**src/rtl/ex_issue_ctrl_pkg.sv**
```systemverilog
// Shared types and defaults for the execute-stage issue controller.
// Register width matches the existing defines.v value.
package ex_issue_ctrl_pkg;

  localparam int REG_ADDR_W = 5;
  localparam int PIPE_DEPTH_DEF = 6;
  localparam int FLUSH_DEPTH_DEF = 2;
  localparam int CNT_WIDTH_DEF = 16;

  // One in-flight destination: v = 0 marks a bubble or a squashed write.
  typedef struct packed {
    logic                  v;
    logic [REG_ADDR_W-1:0] rd;
  } sb_entry_t;

endpackage

```
**src/rtl/ex_scoreboard.sv**
```systemverilog
// Fixed-latency shift-register scoreboard of in-flight destination registers.
// Entry 0 is the youngest; the oldest entry's regfile write completes as it shifts out.
module ex_scoreboard
  import ex_issue_ctrl_pkg::*;
#(
  parameter int PIPE_DEPTH  = PIPE_DEPTH_DEF,
  parameter int FLUSH_DEPTH = FLUSH_DEPTH_DEF
) (
  input  logic                  clk,
  input  logic                  rst,
  input  logic                  load_v,
  input  logic [REG_ADDR_W-1:0] load_rd,
  input  logic                  flush,
  input  logic [REG_ADDR_W-1:0] rs1_addr,
  input  logic [REG_ADDR_W-1:0] rs2_addr,
  output logic                  rs1_match,
  output logic                  rs2_match,
  output logic                  busy
);

  sb_entry_t sb_q [PIPE_DEPTH];

  // A flush kills the FLUSH_DEPTH youngest slots of the next state, entry 0 included.
  always_ff @(posedge clk) begin
    if (!rst) begin
      for (int k = 0; k < PIPE_DEPTH; k++) begin
        sb_q[k].v  <= 1'b0;
        sb_q[k].rd <= '0;
      end
    end else begin
      sb_q[0].v  <= load_v && !flush;
      sb_q[0].rd <= load_rd;
      for (int k = 1; k < PIPE_DEPTH; k++) begin
        sb_q[k].v  <= sb_q[k-1].v && !(flush && (k < FLUSH_DEPTH));
        sb_q[k].rd <= sb_q[k-1].rd;
      end
    end
  end

  always_comb begin
    rs1_match = 1'b0;
    rs2_match = 1'b0;
    busy      = 1'b0;
    for (int k = 0; k < PIPE_DEPTH; k++) begin
      rs1_match = rs1_match | (sb_q[k].v && (sb_q[k].rd == rs1_addr));
      rs2_match = rs2_match | (sb_q[k].v && (sb_q[k].rd == rs2_addr));
      busy      = busy | sb_q[k].v;
    end
  end

endmodule

```
**src/rtl/ex_issue_ctrl.sv**
```systemverilog
// Issue controller between decode and execute: RAW stall (no forwarding),
// branch-flush squash of young writes, and a saturating stall-cycle counter.
module ex_issue_ctrl
  import ex_issue_ctrl_pkg::*;
#(
  parameter int REG_ADDR_WIDTH = REG_ADDR_W,
  parameter int PIPE_DEPTH     = PIPE_DEPTH_DEF,
  parameter int FLUSH_DEPTH    = FLUSH_DEPTH_DEF,
  parameter int CNT_WIDTH      = CNT_WIDTH_DEF
) (
  input  logic                      clk,
  input  logic                      rst,
  input  logic                      id_valid_i,
  output logic                      id_ready_o,
  input  logic [REG_ADDR_WIDTH-1:0] rs1_addr_i,
  input  logic                      rs1_used_i,
  input  logic [REG_ADDR_WIDTH-1:0] rs2_addr_i,
  input  logic                      rs2_used_i,
  input  logic [REG_ADDR_WIDTH-1:0] rd_addr_i,
  input  logic                      regwrite_i,
  input  logic                      flush_i,
  output logic                      issue_o,
  output logic                      busy_o,
  output logic [CNT_WIDTH-1:0]      stall_cnt_o
);

  logic rs1_match;
  logic rs2_match;
  logic hazard_rs1;
  logic hazard_rs2;
  logic load_v;
  logic stall_inc;
  logic [CNT_WIDTH-1:0] stall_cnt_q;

  ex_scoreboard #(
    .PIPE_DEPTH  (PIPE_DEPTH),
    .FLUSH_DEPTH (FLUSH_DEPTH)
  ) u_scoreboard (
    .clk       (clk),
    .rst       (rst),
    .load_v    (load_v),
    .load_rd   (rd_addr_i),
    .flush     (flush_i),
    .rs1_addr  (rs1_addr_i),
    .rs2_addr  (rs2_addr_i),
    .rs1_match (rs1_match),
    .rs2_match (rs2_match),
    .busy      (busy_o)
  );

  // Handshake: an instruction transfers (issue_o) in any cycle where id_valid_i
  // and id_ready_o are both high; ready never depends on valid, and a stalled
  // instruction must be held stable by decode until it transfers.
  always_comb begin
    hazard_rs1 = rs1_used_i && (rs1_addr_i != '0) && rs1_match;
    hazard_rs2 = rs2_used_i && (rs2_addr_i != '0) && rs2_match;
    id_ready_o = !hazard_rs1 && !hazard_rs2 && !flush_i;
    issue_o    = id_valid_i && id_ready_o;
    load_v     = issue_o && regwrite_i && (rd_addr_i != '0);
    stall_inc  = id_valid_i && !id_ready_o && !flush_i;
  end

  always_ff @(posedge clk) begin
    if (!rst) begin
      stall_cnt_q <= '0;
    end else if (stall_inc && (stall_cnt_q != '1)) begin
      stall_cnt_q <= stall_cnt_q + 1'b1;
    end
  end

  assign stall_cnt_o = stall_cnt_q;

endmodule
```
**config.mk**
```make
export PLATFORM = sky130hd
export DESIGN_NAME = ex_issue_ctrl
export DESIGN_NICKNAME = d
export VERILOG_FILES = /design/src/rtl/ex_issue_ctrl_pkg.sv /design/src/rtl/ex_scoreboard.sv /design/src/rtl/ex_issue_ctrl.sv
export SDC_FILE = /design/constraint.sdc
export NUM_CORES = 1
export LEC_CHECK = 0
export CAP_MARGIN = 20
export CORE_ASPECT_RATIO = 1.5
export CORE_MARGIN = 5
export CORE_UTILIZATION = 45
export DETAILED_ROUTE_END_ITERATION = 12
export PLACE_DENSITY = 0.68
export SLEW_MARGIN = 15
export SYNTH_ARGS = -nofsm -noshare
export SYNTH_HDL_FRONTEND = slang
export SYNTH_SLANG_ARGS = --single-unit
```
**constraint.sdc**
```tcl
create_clock -name clk -period 4.2 [get_ports clk]
set_clock_uncertainty 0.05 [all_clocks]
set_input_delay 0.63 -clock clk [delete_from_list [all_inputs] [get_ports clk]]
set_output_delay 0.63 -clock clk [all_outputs]
set_load 0.02 [all_outputs]
```
=== After elaboration in Yosys (flattened, before gate mapping) ===
Memories as Yosys holds them, arrays and structs flattened.
Index checks and enable logic that the tools add are counted.

* RAM bits: 36
* Flip-flop bits (word level): 16
* Input port bits: 22
* Memories: 1

{| class="wikitable"
|+ Memories
! memory !! depth !! width !! read ports !! clocked after memory_dff !! write ports !! line !! source
|-
| u_scoreboard.sb_q || 6 || 6 || 6 || 0 || 6 || ex_scoreboard.sv:21 || <nowiki>sb_entry_t sb_q [PIPE_DEPTH];</nowiki>
|}

* Bitwise logic cells: 27
* Add/subtract/negate cells: 1
* Muxes and demuxes: 14
* Eq/ne operators: 13
* Reductions and logical operators: 33

{| class="wikitable"
|+ Operators by type and width
! operator !! count
|-
| $eq 5x5->1 || 12
|-
| $mux 5 || 6
|-
| $or 1x1->1 || 27
|-
| $logic_and 1x1->1 || 26
|-
| $add 16x1->16 const B || 1
|-
| $ne 16x16->1 const B || 1
|-
| $reduce_bool 5->1 || 3
|-
| $mux 1 || 8
|-
| $logic_not 1->1 || 4
|}

=== Longest topological paths before layout ===
An unclocked memory read counts as a cell.

* Depth in word-level cells: 17
* Depth in mapped cells: 11
* Mapped depth without buffers: 8

=== Modules after synthesis ===
Synthesis repeated with hierarchy kept, for this count alone.

* Cell total of the unflattened synthesis: 292
* Area, all modules: 2765.2 µm²

{| class="wikitable"
|+ Modules (own cells, without submodules)
! module !! seq. area each (µm²) !! times used !! area an instance (µm²) !! cells each
|-
| ex_scoreboard || 720.7 || 1 || 1766.7 || 174
|-
| ex_issue_ctrl || 320.3 || 1 || 998.5 || 118
|}

=== Least setup slack after synthesis ===
OpenSTA, ideal clock, no wires.

* Path type: in2out
* Start: input port rs2_addr_i[4]
* End: output port issue_o
* Path buffers: 1
* Data arrival time: 2.164 ns
* Cell stages on the path: 7
* Slack: 1.356 ns
* Cells stage by stage: buf_4 xor2_1 nor4_1 and3_1 nor4_1 a21oi_2 nor3b_1

* Longest elaborated chain between the ends: 12
* Elaborated cells between the ends (all ways): 24

{| class="wikitable"
|+ Ends and longest elaborated chain
! what !! line !! source
|-
| start, declared || ex_issue_ctrl.sv:17 || <nowiki>input logic [REG_ADDR_WIDTH-1:0] rs2_addr_i,</nowiki>
|-
| $eq 5x5->1 || ex_scoreboard.sv:46 || <nowiki>rs2_match = rs2_match | (sb_q[k].v && (sb_q[k].rd == rs2_addr));</nowiki>
|-
| $logic_and 1x1->1 || ex_scoreboard.sv:46 ||
|-
| $or 1x1->1 (5 in series) || ex_scoreboard.sv:46 ||
|-
| $logic_and 1x1->1 (*) || ex_issue_ctrl.sv:56 || <nowiki>hazard_rs2 = rs2_used_i && (rs2_addr_i != '0) && rs2_match;</nowiki>
|-
| $logic_not 1->1 (*) || ex_issue_ctrl.sv:57 || <nowiki>id_ready_o = !hazard_rs1 && !hazard_rs2 && !flush_i;</nowiki>
|-
| $logic_and 1x1->1 (*) (2 in series) || ex_issue_ctrl.sv:57 ||
|-
| $logic_and 1x1->1 (*) || ex_issue_ctrl.sv:58 || <nowiki>issue_o = id_valid_i && id_ready_o;</nowiki>
|-
| end, declared || ex_issue_ctrl.sv:22 || <nowiki>output logic issue_o,</nowiki>
|}

Every way passes the cells marked *; elsewhere a longest branch is shown, timed or not.

=== Worst setup path in the final report ===
* Start: input port rs2_addr_i[0]
* End: output port issue_o

The elaborated chain is that of the path after synthesis.

==> results.cfg <==
[outcome]
outcome = finished, final reports clean

[die]
dieArea_um2 = 7690
row_count = 34
die_height_um = 105
initial_core_util = 0.464
dieWidth_um = 73.3
ios = 41
core_um2 = 5830

[worst_setup_path]
cp_slowest_cell = clkdlybuf4s50_1
crit_start = rs2_addr_i[0]
path_cells = clkdlybuf4s50_1, xor2_1, nor4_1, and3_1, nor4_1, a21oi_2, nor3b_1, clkdlybuf4s50_1
arrival_ns = 3.26
cp_max_fo = 7
crit_family = buffers and inverters
reg2reg_from = stall_cnt_o[2]
cp_data_required_time_ns = 3.52
cp.buffers_inverters = 2
crit_path_start_kind = primary input
cp_slowest_stage_delay_ns = 0.72
criticalPathCategory = in2out
cp-end-kind = output pin

[min_path]
hp-start = u_scoreboard.sb_q[0][5]
min_path_type = reg2reg

[route]
drcViolationCount = 0
routed_wl_mm = 6.51
drtAntennaViolNets = 0
vias_per_cell = 5.51
routedWlPerCell_um = 16.6
drt_pre_antenna_iters = 4
drt-initial-drc-count = 143
num_vias = 2160

[clocking]
htreeDepth = 2
clock-root-buffer = clkbuf_8
clkTransAtPathRegs_ns = 0.10
cts.sinks = 52
hold_buffers = 0
clk_latency_ns = 0.30
cts_tree = built
cts_buffers = 5
cts_resized = 0
cts_buffer_depth = 2
cts_setup_buffers = 0

[sta]
drv_slew = 0
rsz0062_at_grt = no
finalSetupViolations = 0
fin_tns_setup_ns = 0
worst_pin_slew_ns = 0.731
hold_viol = 0
min_period_over_period = 0.938
slew_headroom = 0.511
period_minus_slack_ns = 3.94
clock.fmax_mhz = 254

[cells_and_area]
final_cell_mix = dfxtp_1, xor2_1, clkdlybuf4s50_1, and2_1, nor4_1
multi_input_area_um2 = 1500
final_util = 0.546
finalInstanceArea_um2 = 3180
num-fill-cells = 581
regArea_um2 = 1040
diodes = 0
final_common_cell = dfxtp_1
area_growth_syn_to_layout_pct = 17.7
drive_above_1_share = 0.0406
nets = 342

[global_route]
overflow = 0
grt_use_total = 0.177
grt_max_degree = 27
antenna_found_initial = 0
grt_pass1_wl_mm = 10.7
grt_pass1_vias = 2201

[placed_design]
dpl_cell_area_um2 = 3060
portBuffers = 40
hpwl_mm = 4.93
finalWeightedCongestion = 0.945

[power]
cellLeakagePower_uw = 0.00125
power_density_nw_per_um2 = 302
peakVddDrop_mv = 0.136

[synthesis]
syn_area_um2 = 2710
seq_area_frac_synth = 0.385
ys_warn_count = 0
synth_cell_types = 37
synth_top_area_cell = dfxtp_1
syn_area_per_cell_um2 = 9.36
synth-seq-cells = 52
synth_edf_count = 0
synth.net_count = 312
synth_flop_cell = dfxtp_1
ys_async_sr_fraction = 0
netlist_instances = 289
synth_top_cells_by_area = dfxtp_1, xor2_1, and2_1
netlist.area_leader.share = 0.385

[job]
maxCapViolations = 0
[cells by family after synthesis]
| family | count (synthesis) | synth area share |
|---|---|---|
| flip-flops | 52 | 0.385 |
| buffers and inverters | 22 | 0.0592 |
| AO/OA/AOI/OAI | 31 | 0.0809 |
| adder cells (fa/ha/maj) | 1 | 0.00462 |
| AND/OR/NAND/NOR | 119 | 0.261 |
| multiplexers | 4 | 0.0148 |
| XOR/XNOR | 60 | 0.194 |
[stage by stage]
stage	instances	hold WS [ns]	worst slack, ns	total power (µW)
2_1_floorplan	289	0.382	1.36	584
3_3_place_gp	384	0.425	0.194	615
3_5_place_dp	384	0.434	0.273	616
4_1_cts	392	0.446	0.249	974
5_1_grt	392	0.448	0.0591	999
6_report	392	0.435	0.261	962
[cell usage after synthesis, drive strengths merged, types with 2 or more instances]
library cell  number
and2              36
nand2             12
buf               13
dfxtp             52
nand2b             4
o21ai              5
nor4              16
nand4              5
clkbuf             6
nor2               4
inv                3
or4               11
xor2              48
and3               9
mux2i              4
a21oi             13
or3                2
xnor2             12
o31ai              8
nand3             14
[final cells by class]
cell class,count,share of cell area
clock buffer,6,0.0259
clock inverter,2,0.0122
inverter,3,0.00354
multi-input combinational,215,0.472
sequential,52,0.327
tap,72,0.0283
timing repair buffer,42,0.131
[flip-flops by register name, indices dropped and copies added (netlist names)]
signal,flops
stall_cnt_o,16
u_scoreboard.sb_q,36
[worst min-delay path, delay by kind of cell, from the launching register on]
| kind | cells | cell delay, ns |
|---|---|---|
| DFF | 1 | 0.36 |
| and+or+nand+nor | 2 | 0.10 |
[per-layer routing]
| layer | share of wire | vias to the layer above | track usage | routed length (µm) |
|---|---|---|---|---|
| met2 | 0.52 | 58 | 0.309 | 3400 |
| met1 | 0.41 | 1026 | 0.205 | 2670 |
| met5 | 0 | - | 0 | 0 |
| met4 | 0.033 | 0 | 0.0842 | 217 |
| met3 | 0.035 | 17 | 0.0279 | 225 |
| li1 | - | 1059 | - | - |
[where the power goes]
group          internal (µW)  switching (µW)  leakage, µW
logic                   46.4            47.9     0.000769
registers                501            8.90     0.000422
clock network            195             164    0.0000614
total                    742             221      0.00125
[final timing paths]
| kind | endpoint | slack, ns | depth (start not counted) |
|---|---|---|---|
| max | issue_o | 0.26 | 8 |
| max reg2reg | stall_cnt_o[5] | 1.67 | 8 |
| min reg2reg | u_scoreboard.sb_q[1][5] | 0.44 | 2 |
| min | u_scoreboard.sb_q[1][5] | 0.44 | 2 |
Note: power is estimated with default switching activity, not from simulation.
